`src/rtl/debug_dump_tx.sv`:
```
// rtl/debug_dump_tx.sv - walks a word-addressed debug source and streams it MSB-first as framed bytes to the UART TX FIFO.
// Optional trailing XOR checksum byte is built when DEBUG_DUMP_CHECKSUM_EN is defined.
module debug_dump_tx #(
  parameter int          NUM_WORDS   = 32,
  parameter int          ADDR_W      = 5,
  parameter logic [7:0]  HEADER_BYTE = 8'hA5
) (
  input  logic              CLK,
  input  logic              RESET,
  input  logic              I_START,
  input  logic [31:0]       I_WORD_DATA,
  input  logic              I_TX_FULL,
  output logic [ADDR_W-1:0] O_WORD_ADDR,
  output logic              O_WR_UART,
  output logic [7:0]        O_TX_DATA,
  output logic              O_BUSY,
  output logic              O_DONE
);

  typedef enum logic [2:0] {
    S_IDLE,
    S_HEADER,
    S_FETCH,
    S_LOAD,
    S_SEND,
`ifdef DEBUG_DUMP_CHECKSUM_EN
    S_CKSUM,
`endif
    S_DONE
  } state_t;

  localparam logic [ADDR_W-1:0] LAST_ADDR = ADDR_W'(NUM_WORDS - 1);

  state_t            state_q, state_d;
  logic [ADDR_W-1:0] addr_q, addr_d;
  logic [7:0]        tx_q, tx_d;
  logic              busy_q, busy_d;
  logic [31:0]       shift_q, shift_d;
  logic [1:0]        cnt_q, cnt_d;
`ifdef DEBUG_DUMP_CHECKSUM_EN
  logic [7:0]        cks_q, cks_d;
`endif

  always_ff @(posedge CLK or posedge RESET) begin
    if (RESET) begin
      state_q <= S_IDLE;
      addr_q  <= '0;
      tx_q    <= '0;
      busy_q  <= 1'b0;
      shift_q <= '0;
      cnt_q   <= '0;
`ifdef DEBUG_DUMP_CHECKSUM_EN
      cks_q   <= '0;
`endif
    end else begin
      state_q <= state_d;
      addr_q  <= addr_d;
      tx_q    <= tx_d;
      busy_q  <= busy_d;
      shift_q <= shift_d;
      cnt_q   <= cnt_d;
`ifdef DEBUG_DUMP_CHECKSUM_EN
      cks_q   <= cks_d;
`endif
    end
  end

  always_comb begin
    state_d   = state_q;
    addr_d    = addr_q;
    tx_d      = tx_q;
    busy_d    = busy_q;
    shift_d   = shift_q;
    cnt_d     = cnt_q;
`ifdef DEBUG_DUMP_CHECKSUM_EN
    cks_d     = cks_q;
`endif
    O_WR_UART = 1'b0;
    O_DONE    = 1'b0;
    case (state_q)
      S_IDLE: begin
        if (I_START) begin
          state_d = S_HEADER;
          busy_d  = 1'b1;
          addr_d  = '0;
          tx_d    = HEADER_BYTE;
`ifdef DEBUG_DUMP_CHECKSUM_EN
          cks_d   = '0;
`endif
        end
      end
      S_HEADER: begin
        O_WR_UART = !I_TX_FULL;
        if (!I_TX_FULL) state_d = S_FETCH;
      end
      S_FETCH: state_d = S_LOAD;
      S_LOAD: begin
        shift_d = I_WORD_DATA;
        tx_d    = I_WORD_DATA[31:24];
        cnt_d   = '0;
        state_d = S_SEND;
      end
      S_SEND: begin
        O_WR_UART = !I_TX_FULL;
        if (!I_TX_FULL) begin
          // tx_q mirrors shift_q[31:24]; the next byte sits just below it
          cnt_d   = cnt_q + 2'd1;
          shift_d = shift_q << 8;
          tx_d    = shift_q[23:16];
`ifdef DEBUG_DUMP_CHECKSUM_EN
          cks_d   = cks_q ^ tx_q;
`endif
          if (cnt_q == 2'd3) begin
            if (addr_q == LAST_ADDR) begin
`ifdef DEBUG_DUMP_CHECKSUM_EN
              state_d = S_CKSUM;
              tx_d    = cks_q ^ tx_q;
`else
              state_d = S_DONE;
`endif
            end else begin
              addr_d  = addr_q + ADDR_W'(1);
              state_d = S_FETCH;
            end
          end
        end
      end
`ifdef DEBUG_DUMP_CHECKSUM_EN
      S_CKSUM: begin
        O_WR_UART = !I_TX_FULL;
        if (!I_TX_FULL) state_d = S_DONE;
      end
`endif
      S_DONE: begin
        O_DONE  = 1'b1;
        busy_d  = 1'b0;
        state_d = S_IDLE;
      end
      default: state_d = S_IDLE;
    endcase
  end

  assign O_WORD_ADDR = addr_q;
  assign O_TX_DATA   = tx_q;
  assign O_BUSY      = busy_q;

endmodule

```
`config.mk`:
```
export PLATFORM = sky130hd
export DESIGN_NAME = debug_dump_tx
export DESIGN_NICKNAME = d
export VERILOG_FILES = /design/src/rtl/debug_dump_tx.sv
export SDC_FILE = /design/constraint.sdc
export NUM_CORES = 1
export LEC_CHECK = 0
export BUFFER_PORTS_ARGS = -buffer_cell sky130_fd_sc_hd__buf_2
export CORE_ASPECT_RATIO = 0.9
export CORE_UTILIZATION = 47
export DETAILED_ROUTE_END_ITERATION = 7
export PLACE_DENSITY = 0.78
export SYNTH_ARGS = -nofsm -noshare
export SYNTH_HDL_FRONTEND = slang
export SYNTH_SLANG_ARGS = --single-unit
```
`constraint.sdc`:
```
create_clock -name CLK -period 1.65 [get_ports CLK]
set_input_delay 0.165 -clock CLK [delete_from_list [all_inputs] [get_ports CLK]]
set_output_delay 0.165 -clock CLK [all_outputs]
set_load 0.02 [all_outputs]
```
Word level (Yosys, flattened, before mapping)
Cells that the tools add are included.
{"block": "word_totals", "output_inout_bits": 16, "reg_bits": 43, "in_bits": 36, "word_cells": 54}
{"block": "op_classes", "eq_ne": 12, "reduce_logical": 12, "addsub": 2, "mux": 22}
{"cell": "24-bit one-hot mux with 2 select lines", "n": 1}
{"cell": "24-bit 2-to-1 mux", "n": 1}
{"cell": "8-bit one-hot mux with 3 select lines", "n": 1}
{"cell": "5-bit 2-to-1 mux", "n": 4}
{"cell": "8-bit 2-to-1 mux", "n": 2}
{"cell": "3-bit 2-to-1 mux", "n": 5}
{"cell": "3-bit one-hot mux with 5 select lines", "n": 1}
{"cell": "2-bit != test, second input constant", "n": 5}
{"cell": "5-bit one-hot mux with 2 select lines", "n": 1}
{"cell": "3-bit by 2-bit == test with 1-bit output, second input constant", "n": 2}
{"cell": "3-bit == test, second input constant", "n": 2}
{"cell": "2-bit nonzero test", "n": 3}
{"cell": "5-bit by 1-bit adder with 5-bit output, second input constant", "n": 1}
{"cell": "5-bit == test, second input constant", "n": 1}
{"cell": "5-bit AND reduction", "n": 1}
{"cell": "2-bit one-hot mux with 2 select lines", "n": 1}
{"cell": "2-bit AND reduction", "n": 2}
{"cell": "4-bit AND reduction", "n": 1}
{"cell": "3-bit by 1-bit == test with 1-bit output, second input constant", "n": 1}
{"cell": "3-bit zero test", "n": 1}
{"cell": "1-bit 2-to-1 mux", "n": 3}
{"cell": "3-bit AND reduction", "n": 1}
{"cell": "3-bit nonzero test", "n": 1}
{"cell": "2-bit by 1-bit adder with 2-bit output, second input constant", "n": 1}
{"cell": "5 further kinds", "n": 5}

Depth between registers and ports, before layout
{"block": "logic_depth", "depth_word": 5, "mapped_depth": 7}

Worst setup path before layout
OpenSTA, ideal clock, no wires.
{"block": "synth_timing", "path_type": "reg2reg", "from": "reg addr_q[0] (netlist: O_WORD_ADDR[0])", "to": "reg addr_q[3] (netlist: O_WORD_ADDR[3])", "slack_ps": -268, "path_stages_with_launch": 8, "setup_ps": 132, "required_time_ps": 1518, "n_path_buf": 1, "arrival_time_ps": 1786, "path_cell_list": "dfrtp_1 ha_1 and3_1 ha_1 a221o_1 buf_6 o21ai_1 o31ai_1"}
{"block": "synth_between", "elab_chain_cells": 5, "word_cells_on_any_way": 8, "cone_classes": "1 x add/sub; 2 x eq/ne; 4 x mux; 1 x reduce/logical"}
{"element": "from (decl)", "line": "35", "rtl": "logic [ADDR_W-1:0] addr_q, addr_d;"}
{"element": "from (signal assigned)", "line": "57", "rtl": "addr_q <= addr_d;"}
{"element": "5-bit by 1-bit adder with 5-bit output", "line": "122", "rtl": "addr_d = addr_q + ADDR_W'(1);"}
{"element": "5-bit 2-to-1 mux", "line": "114", "rtl": "if (addr_q == LAST_ADDR) begin"}
{"element": "5-bit 2-to-1 mux", "line": "113", "rtl": "if (cnt_q == 2'd3) begin"}
{"element": "5-bit 2-to-1 mux", "line": "105", "rtl": "if (!I_TX_FULL) begin"}
{"element": "5-bit one-hot mux with 2 select lines", "line": "80", "rtl": "case (state_q)"}
Several ways; a longest one is shown, not always the timed one. The select of a mux whose other input is x is not followed.
A chain may end at the register's enable or synchronous reset.

Worst setup path in the final report
{"block": "layout_timing", "from": "reg addr_q[0] (netlist: O_WORD_ADDR[0])", "to": "reg addr_q[2] (netlist: O_WORD_ADDR[2])"}
Same word-level chain as after synthesis.

==> impl_metrics.env <==
export IMPL_setup_viol=1
export IMPL_synth_top_area_cell="dfrtp_1"
export IMPL_detail_route_antenna_nets=0
export IMPL_post_route_period_util_pct=101
export IMPL_netlist_top_cells_count="dfrtp_1 (43), nand2_1 (22), mux2i_1 (20), o21ai_1 (16), a22o_1 (13)"
export IMPL_clock_latency_ns=0.30
export IMPL_hold_viol_final=0
export IMPL_die_w_um=72.2
export IMPL_grt_max_degree=41
export IMPL_stdcell_area_um2=2670
export IMPL_antennaDiodeCount=0
export IMPL_synth_most_common_cell="dfrtp_1"
export IMPL_num_rows=22
export IMPL_numPlacedInstances=303
export IMPL_setup_ws_ns=-0.0134
export IMPL_cap_violations=0
export IMPL_grt_pass1_wl_um=7150
export IMPL_first_pass_iters=4
export IMPL_ys_seq_area_share_pct=51.7
export IMPL_fin_skew_ns=0.00426
export IMPL_numCtsBuffers=5
export IMPL_cp_start_kind="flip-flop"
export IMPL_peakVddDrop_v=0.000689
export IMPL_ys_ff_latch=43
export IMPL_clk_path_buf_depth=2
export IMPL_required_ns=1.83
export IMPL_overflow=0
export IMPL_h_tree_depth=2
export IMPL_routed_wl_um=4290
export IMPL_max_slew_margin_rel_pct=50.9
export IMPL_ys_types=38
export IMPL_synth_nets=225
export IMPL_ioPinCount=52
export IMPL_wl_per_cell_um=13.7
export IMPL_status="finished, violations left"
export IMPL_end_kind="flip-flop"
export IMPL_pwr_density_cell_nw_per_um2=1620
export IMPL_slew_viol_final=0
export IMPL_fin_nets=293
export IMPL_ys_warn_count=0
export IMPL_areaGrowthSynthToFinish_pct=28.3
export IMPL_grt_usage_pct=20.4
export IMPL_dp_hpwl_um=3060
export IMPL_worst_hold_slack_ns=0.0863
export IMPL_synthCells=186
export IMPL_cp_arrival_ns=1.84
export IMPL_fin_crit_ns=1.66
export IMPL_drive_above_1_share_pct=39.4
export IMPL_worstSetupPathType="reg2reg"
export IMPL_fin_cells=314
export IMPL_rsz0062_at_grt="true"
export IMPL_cts_tree="yes"
export IMPL_gp_congestion=0.756
export IMPL_cts_reportedPaths_clkPinSlew_ns=0.08
export IMPL_via_count=1612
export IMPL_port_buffers=51
export IMPL_holdCritPathClass="in2reg"
export IMPL_first_global_vias=1600
export IMPL_leakage_nw=1.40
export IMPL_avgSynthCellArea_um2=11.2
export IMPL_cts_root_buffer="clkbuf_8"
export IMPL_ys_top_cells_by_area="dfrtp_1 (52%), mux2i_1 (9.6%), a22o_1 (5.5%)"
export IMPL_post_place_ws_ns=-0.0736
export IMPL_place_area_um2=2540
export IMPL_clock_fmax_mhz=601
export IMPL_async_flop_share_pct=100
export IMPL_drt_iter0_drc=62
export IMPL_synth_top_area_share_pct=51.7
export IMPL_drc_errors=0
export IMPL_worst_pin_slew_ns=0.732
export IMPL_cts_sink_count=43
export IMPL_synth_edf_count=0
export IMPL_die_height_um=65.2
export IMPL_start_util_pct=50.1
export IMPL_dieArea_um2=4700
export IMPL_synthFlopType="dfrtp_1"
export IMPL_total_power_w=0.00432
export IMPL_core_area_um2=4160
export IMPL_violations="negative setup slack"
export IMPL_netlist_area_um2=2080
export IMPL_antenna_found_initial=0
export IMPL_crit_fanout=5
export IMPL_vias_per_cell=5.13
-- worst max-delay path, stage by stage (launching register included) --
cell and delay [ns]:
dfrtp_2 0.43, ha_4 0.16, and3_4 0.18, ha_4 0.16, a221o_2 0.41, o21ai_1 0.14, o21ai_1 0.07
-- per-stage QoR --
step,setup TNS (ns),util (%)
floorplan,-0.225,-
global placement,-0.0776,61.0
detailed placement,-0.141,61.0
CTS,-0.0367,63.8
global route,-0.127,64.3
finish,-0.0134,64.3
-- path summary, 6_finish.rpt --
kind | slack [ns] | endpoint | cells past startpoint | start
min reg2reg | 0.48 | shift_q[17] | 2 | shift_q[17]
min in group asynchronous | 0.44 | O_WORD_ADDR[3] | 3 | RESET
max in group asynchronous | 0.64 | shift_q[17] | 4 | RESET
max | -0.01 | O_WORD_ADDR[2] | 6 | O_WORD_ADDR[0]
min | 0.09 | shift_q[3] | 2 | I_WORD_DATA[3]
max reg2reg | -0.01 | O_WORD_ADDR[2] | 6 | O_WORD_ADDR[0]
-- flip-flops by register name, summed over array words and instances, names as in the netlist --
signal and flops:
O_BUSY 1, O_TX_DATA 8, O_WORD_ADDR 5, cnt_q 2
shift_q 24, state_q 3
-- per-layer routing --
layer	routed length, um	global-route usage [%]
met1	2000	27.0
met2	1900	30.6
met3	246	5.37
met4	136	10.8
met5	0	0
-- report_power, final --
part | switching, W | internal (W)
logic | 0.000959 | 0.000934
registers | 0.000290 | 0.00147
clock network | 0.000341 | 0.000328
-- layout make-up --
cell class / instances / area [um2]
fill: 346 / 1480
sequential: 43 / 1080
multi-input combinational: 124 / 952
timing repair buffer: 74 / 455
clock buffer: 6 / 82.6
tap: 60 / 75.1
inverter: 6 / 22.5
clock inverter: 1 / 5.00
-- cell usage in the layout, fill, tap and decap left out, types with 2 or more instances in the layout --
cell	n
a22o_1	13
dfrtp_1	40
a21oi_1	4
dfrtp_2	3
o21ai_0	6
buf_12	2
buf_4	20
a31oi_1	3
buf_2	51
nor3b_1	2
mux2i_1	20
o21ai_1	16
nor2_2	2
clkbuf_8	6
nand2b_1	2
mux2_4	4
ha_4	2
nand3b_1	2
o22ai_1	4
inv_1	5
nand2_1	22
-- what timing repair did --
action,CTS,global route
setup buffers,1,1
hold buffers,1,0
resized for setup,2,3
pin swaps,3,2
endpoints found under the setup margin,7,8
hold endpoints to repair,19,0
cloned,1,0
-- cell families after synthesis --
| group | Yosys count | synth area share (%) |
|---|---|---|
| DFF | 43 | 51.7 |
| xor gates and xnor gates | 1 | 0.420 |
| and+or+nand+nor | 41 | 11.3 |
| buffers and inverters | 20 | 5.41 |
| muxes | 25 | 13.0 |
| adders and majority gates | 3 | 1.80 |
| AOI/OAI and AO/OA | 53 | 16.4 |
Power figures use the tool's default switching activity.
